File: src/rtl/parity_frame_tx.sv
// Serial frame transmitter: start bit, DATA_BITS payload (LSB first), parity bit, stop bit.
// The serial line is registered and idles high; parity polarity is chosen per frame.
module parity_frame_tx #(
  parameter int DATA_BITS    = 8,
  parameter int CLKS_PER_BIT = 16
) (
  input  logic                 wb_clk_i,
  input  logic                 wb_rst_i,
  input  logic [DATA_BITS-1:0] tx_data,
  input  logic                 tx_valid,
  output logic                 tx_ready,
  input  logic                 parity_odd,
  output logic                 tx_serial,
  output logic                 tx_busy,
  output logic                 tx_done
);

  localparam int BAUD_W = (CLKS_PER_BIT > 1) ? $clog2(CLKS_PER_BIT) : 1;
  localparam int BIT_W  = (DATA_BITS > 1) ? $clog2(DATA_BITS) : 1;
  localparam logic [BAUD_W-1:0] BAUD_LAST = BAUD_W'(CLKS_PER_BIT - 1);
  localparam logic [BIT_W-1:0]  BIT_LAST  = BIT_W'(DATA_BITS - 1);

  typedef enum logic [2:0] {
    IDLE,
    START,
    DATA,
    PARITY,
    STOP
  } state_t;

  state_t               state, state_d;
  logic [DATA_BITS-1:0] shift_reg, shift_d;
  logic                 parity_bit, parity_d;
  logic [BAUD_W-1:0]    baud_cnt, baud_d;
  logic [BIT_W-1:0]     bit_cnt, bit_d;
  logic                 serial_d;
  logic                 baud_tc;
  logic                 bit_tc;

  assign baud_tc  = (baud_cnt == BAUD_LAST);
  assign bit_tc   = (bit_cnt == BIT_LAST);
  assign tx_busy  = (state != IDLE);
  assign tx_ready = (state == IDLE) && !wb_rst_i;
  assign tx_done  = (state == STOP) && baud_tc;

  // NOTE: every output of this block gets a default first, so no path leaves a
  // variable unassigned and no latch is inferred.
  always_comb begin
    state_d  = state;
    shift_d  = shift_reg;
    parity_d = parity_bit;
    baud_d   = baud_cnt;
    bit_d    = bit_cnt;

    unique case (state)
      IDLE: begin
        if (tx_valid) begin
          state_d  = START;
          shift_d  = tx_data;
          parity_d = (^tx_data) ^ parity_odd;
          baud_d   = '0;
          bit_d    = '0;
        end
      end
      START: begin
        if (baud_tc) begin
          state_d = DATA;
          baud_d  = '0;
          bit_d   = '0;
        end else begin
          baud_d = baud_cnt + BAUD_W'(1);
        end
      end
      DATA: begin
        if (baud_tc) begin
          baud_d  = '0;
          shift_d = shift_reg >> 1;
          if (bit_tc) begin
            state_d = PARITY;
            bit_d   = '0;
          end else begin
            bit_d = bit_cnt + BIT_W'(1);
          end
        end else begin
          baud_d = baud_cnt + BAUD_W'(1);
        end
      end
      PARITY: begin
        if (baud_tc) begin
          state_d = STOP;
          baud_d  = '0;
        end else begin
          baud_d = baud_cnt + BAUD_W'(1);
        end
      end
      STOP: begin
        if (baud_tc) begin
          state_d = IDLE;
          baud_d  = '0;
        end else begin
          baud_d = baud_cnt + BAUD_W'(1);
        end
      end
      default: state_d = IDLE;
    endcase
  end

  // The line level is computed from the next state so the registered output
  // lines up with the state it belongs to, with no input-to-output path.
  always_comb begin
    serial_d = 1'b1;
    unique case (state_d)
      START:   serial_d = 1'b0;
      DATA:    serial_d = shift_d[0];
      PARITY:  serial_d = parity_d;
      default: serial_d = 1'b1;
    endcase
  end

  // NOTE: sequential state uses non-blocking assignments only, so every
  // register samples pre-edge values regardless of statement order.
  always_ff @(posedge wb_clk_i) begin
    if (wb_rst_i) begin
      state      <= IDLE;
      shift_reg  <= '0;
      parity_bit <= 1'b0;
      baud_cnt   <= '0;
      bit_cnt    <= '0;
      tx_serial  <= 1'b1;
    end else begin
      state      <= state_d;
      shift_reg  <= shift_d;
      parity_bit <= parity_d;
      baud_cnt   <= baud_d;
      bit_cnt    <= bit_d;
      tx_serial  <= serial_d;
    end
  end

endmodule
File: config.mk
export PLATFORM = sky130hd
export DESIGN_NAME = parity_frame_tx
export DESIGN_NICKNAME = d
export VERILOG_FILES = /design/src/rtl/parity_frame_tx.sv
export SDC_FILE = /design/constraint.sdc
export NUM_CORES = 1
export LEC_CHECK = 0
export ABC_AREA = 0
export CORE_UTILIZATION = 50
export CTS_BUF_LIST = sky130_fd_sc_hd__clkbuf_4
export CTS_CLUSTER_SIZE = 20
export DETAILED_ROUTE_END_ITERATION = 16
export GPL_TIMING_DRIVEN = 0
export PLACE_DENSITY = 0.74
export SLEW_MARGIN = 40
export SYNTH_ARGS = -nofsm -noshare
export SYNTH_HDL_FRONTEND = slang
export SYNTH_SLANG_ARGS = --single-unit
File: constraint.sdc
create_clock -name wb_clk_i -period 1.4 [get_ports wb_clk_i]
set_input_delay 0.14 -clock wb_clk_i [delete_from_list [all_inputs] [get_ports wb_clk_i]]
set_output_delay 0.14 -clock wb_clk_i [all_outputs]
set_load 0.05 [all_outputs]
* Word level (Yosys, flattened, before mapping)
Index checks and enable logic that the tools add are counted.
** Storage, ports and cells
- Register bits after elaboration :: 20
- Bits of input ports :: 12
- Logic and storage cells :: 56
** Cells by class
- $add $sub $neg :: 2
- Equal/unequal tests :: 12
- Mux-type cells :: 21
- Bitwise gates (word level) :: 1
- Reductions and logical operators :: 13
** Operator list (count)
- two-way mux 3 bit :: 10
- two-way mux 8 bit :: 2
- one-hot mux 8 bit (2 select lines) :: 1
- one-hot mux 3 bit (5 select lines) :: 1
- equality test 3 x 2 -> 1 bit, second input constant :: 4
- one-hot mux 3 bit (3 select lines) :: 1
- two-way mux 4 bit :: 2
- one-hot mux 4 bit (2 select lines) :: 1
- parity 8 bit :: 1
- equality test 3 x 1 -> 1 bit, second input constant :: 2
- equality test 3 bit, second input constant :: 2
- != test 2 bit, second input constant :: 3
- nonzero test 3 bit :: 2
- adder 4 x 1 -> 4 bit, second input constant :: 1
- equality test 4 bit, second input constant :: 1
- AND reduction 4 bit :: 1
- nonzero test 2 bit :: 2
- OR reduction 4 bit :: 1
- adder 3 x 1 -> 3 bit, second input constant :: 1
- logical NOT 3 bit :: 1
- one-hot mux 1 bit (3 select lines) :: 1
- AND reduction 3 bit :: 1
- logical AND 1 bit :: 2
- two-way mux 1 bit :: 2
- other kinds (3) :: 3

* Longest topological paths before layout
- Depth in word-level cells :: 6
- Mapped depth :: 7
- Gate-level depth less buffers :: 6

* Least setup slack after synthesis
No wires, ideal clock.
- Kind :: register -> output
- From :: reg state[2]
- To :: out tx_ready
- Arrival time :: 2.107 ns
- Required time :: 1.260 ns
- Setup slack :: -0.847 ns
- Stages on the path, launching flop included :: 3
- Path buffers :: 1
- Path through :: dfxtp_1 -> clkbuf_1 -> nor4_1
** Between the ends
- Cells in the longest elaborated chain, start to end :: 2
** Ends and longest elaborated chain
- start, declared :: line 31 : state_t state, state_d;
- start signal, assigned :: line 131 : state <= state_d;
- logical NOT 3 bit :: line 43 : assign tx_ready = (state == IDLE) && !wb_rst_i;
- logical AND 1 bit :: line 43
- end, declared :: line 11 : output logic tx_ready,
No other way between the ends.

* Worst setup path after layout
- From :: reg baud_cnt[3]
- To :: out tx_done
** Between the ends
- Cells in the longest elaborated chain, start to end :: 2
** Ends and longest elaborated chain
- start, declared :: line 34 : logic [BAUD_W-1:0] baud_cnt, baud_d;
- start signal, assigned :: line 134 : baud_cnt <= baud_d;
- equality test 4 bit :: line 40 : assign baud_tc = (baud_cnt == BAUD_LAST);
- logical AND 1 bit :: line 44 : assign tx_done = (state == STOP) && baud_tc;
- end, declared :: line 15 : output logic tx_done
No other way between the ends.

==> run_results.csv <==
group,metric,value,unit
cts,root_buffer,"clkbuf_4",
synthesis,async_flop_share,0,%
die,ios,16,
sta,min_period,1554,ps
place,dp.cells,172,
final_layout,fin_util,89.91,%
synthesis,syn_avg_cell_area,8.595,µm²
synthesis,synth.most_common_cell,"dfxtp_1",
sta,worst_pin_slew,493.6,ps
power_and_ir_drop,leakagePower,0.6412,nW
final_layout,largest_reg_flops,8,
routing,drtIter0Drc,36,
worst_setup_path,path_cells,"and3_4, and3_4, buf_8",
sta,layout_setup_ws,-153.6,ps
sta,setup_violations,18,
global_route,antenna_found_initial,0,
routing,antenna_left,0,
worst_setup_path,cp_max_fo,5,
synthesis,yosys-top-cells-count,"dfxtp_1 (20), a21oi_1 (16), nand2_1 (13)",
cts,clock_latency,330,ps
sta,setup_tns,-1128,ps
worst_setup_path,slowest_delay,480,ps
global_route,grt_pass1_wl,4933,µm
final_layout,num_antenna_cells,0,
place,io_buffers,15,
global_route,grt_pass1_vias,1161,
place,hpwl,1893,µm
global_route,grt_overflow,0,
die,die-area,2428,µm²
cts,cts_tree,"done",
worst_setup_path,critPathMostFrequentCell,"and3_4",
worst_setup_path,critPathArrivalTime,1410,ps
final_layout,drive_above_1_share,47.56,%
worst_setup_path,cp_num_buf_inv,1,
final_layout,multiInputGateArea,918.4,µm²
sta,drv_slew,0,
global_route,grt_max_degree,13,
synthesis,yosys.area.top_type,"dfxtp_1",
place,globalplace.congestion,0.8029,
worst_setup_path,crit_path_start_kind,"register",
sta,relSlewSlack,67.10,%
die,die_h,49.27,µm
routing,drc,0,
synthesis,ys_seq_elements,20,
sta,finalHoldViolCount,0,
synthesis,synth_edf_count,0,
synthesis,yosys-top-cells-area,"dfxtp_1 (36%), a21oi_1 (7.2%), a22oi_1 (6.7%), nand2_1 (4.4%), xnor3_1 (4.0%)",
routing,avgRoutedWirePerCell,21.04,µm
worst_setup_path,end_kind,"output pin",
routing,viasPerCell,6.403,
status,violations,"negative setup slack",
worst_setup_path,required,1260,ps
synthesis,synth_top_cell_area_share,35.83,%
sta,skew,1.701,ps
synthesis,synthCells,130,
min_path,hold_path.class,"register to register",
cts,clk_pin_slew,130,ps
routing,vias,1223,
final_layout,n_fill_cell,80,
die,row_count,16,
synthesis,synthFlopType,"dfxtp_1",
sta,rsz0062_at_grt,"yes",
global_route,grtUsageTotal,26.16,%
power_and_ir_drop,vdd_drop_max,0.7021,mV
synthesis,synth_nets,145,
synthesis,synth_area,1117,µm²
final_layout,syn_to_final_growth,62.71,%
cts,numCtsBuffers,3,
synthesis,ys.warnings.count,0,
job,cap_viol_max_count,0,
sta,max_freq,0.6437,GHz
final_layout,finalNonFillerCells,191,
power_and_ir_drop,power,1.502,mW
routing,firstDrtPassIters,4,
final_layout,ff_latch_area,417.9,µm²
worst_setup_path,slowest_stage,"dfxtp_1",
cts,clock-sinks,20,
sta,finalCritPeriodShare,111.0,%
status,status,"finished with violations",
cts,clockBufferDepth,2,
routing,wl,4018,µm
worst_setup_path,cpLargestDelayFamily,"flip-flops",
die,start_util,55.26,%
power_and_ir_drop,p_per_area,826.4,nW/µm²
die,die_x,49.27,µm
worst_setup_path,worstSetupPathType,"register to output pin",
die,coreArea,2022,µm²
synthesis,yosysUniqueCellTypes,40,
synthesis,ys_seq_area_share,35.83,%
cts,htreeDepth,1,
final_layout,nNetsFinal,180,
worst reg2reg max path, delay by kind of cell (launching register included):
family | cells | cell delay [ps]
buf+inv | 1 | 120
mux | 1 | 230
compound gates | 2 | 330
simple gates | 1 | 270
flops | 1 | 480
cell families after synthesis:
kind of cell             count (synthesis)  synth area share [%]
multiplexers                             1                0.8959
buffers and inverters                   12                 4.927
AND/OR/NAND/NOR                         46                 23.97
XOR/XNOR                                 7                 7.950
flip-flops                              20                 35.83
AO/OA/AOI/OAI                           41                 23.07
adder cells (fa/ha/maj)                  3                 3.360
final cells by class:
type | count | area share [%]
Multi-Input combinational cell | 98 | 50.52
Timing Repair Buffer | 33 | 17.55
Tap cell | 27 | 1.858
Sequential cell | 20 | 22.99
Clock inverter | 1 | 1.652
Inverter | 3 | 0.6194
Clock buffer | 3 | 1.239
Buffer | 6 | 3.579
what timing repair did:
action / 4_1_cts / 5_1_grt
setup endpoints to repair: 22 / 23
pin swaps: 7 / 21
setup buffers: 9 / 9
gates resized for setup: 50 / 37
hold buffers: 0 / 0
power by group:
| part | internal, mW | switching, mW | total [mW] |
|---|---|---|---|
| clock | 0.290 | 0.224 | 0.514 |
| combinational | 0.181 | 0.186 | 0.368 |
| sequential | 0.594 | 0.0270 | 0.621 |
per-layer routing:
metal / global-route usage, % / up-vias / part of all wire (%)
li1: - / 555 / -
met1: 30.96 / 584 / 41
met2: 47.49 / 61 / 48
met3: 3.115 / 23 / 5.6
met4: 9.804 / 0 / 5.4
met5: 0 / - / 0
through the flow:
step	area [µm²]	worst slack [ps]	hold slack [ps]
6_report	1818	-153.6	494.7
5_1_grt	1818	-188.8	509.4
4_1_cts	1588	-118.1	476.7
3_5_place_dp	1379	-676.0	458.3
3_3_place_gp	1379	-616.9	444.2
2_1_floorplan	1195	-2.969	300.8
cell usage in the layout (no fill, tap or decap), types with 2 or more instances in the layout:
| cell | n |
|---|---|
| a21oi_4 | 2 |
| o211ai_1 | 2 |
| xnor2_1 | 3 |
| nor2_1 | 6 |
| clkbuf_4 | 3 |
| buf_8 | 5 |
| nand4b_1 | 3 |
| a21oi_1 | 11 |
| nand3_1 | 3 |
| nand2_2 | 2 |
| nor3_2 | 2 |
| dfxtp_4 | 3 |
| o21ai_1 | 3 |
| buf_4 | 12 |
| and2_1 | 2 |
| dfxtp_2 | 5 |
| xnor3_1 | 2 |
| a21oi_2 | 3 |
| inv_1 | 3 |
| o21ai_2 | 2 |
| or3_1 | 2 |
| dfxtp_1 | 12 |
| and2_4 | 2 |
| nand2_1 | 11 |
| clkdlybuf4s50_1 | 11 |
| a22oi_2 | 10 |
| ha_4 | 3 |
| and3_4 | 2 |
| buf_6 | 6 |
path summary, 6_finish.rpt:
kind	slack, ps	start	depth (start not counted)	to
setup / recovery	-150	baud_cnt[3]$_SDFFE_PP0P_	3	tx_done
hold / removal	490	bit_cnt[1]$_SDFFE_PP0P_	2	bit_cnt[1]$_SDFFE_PP0P_
hold reg to reg	490	bit_cnt[1]$_SDFFE_PP0P_	2	bit_cnt[1]$_SDFFE_PP0P_
setup reg to reg	-140	baud_cnt[3]$_SDFFE_PP0P_	5	tx_serial$_SDFF_PP1_
Note: power is estimated with default switching activity, not from simulation.
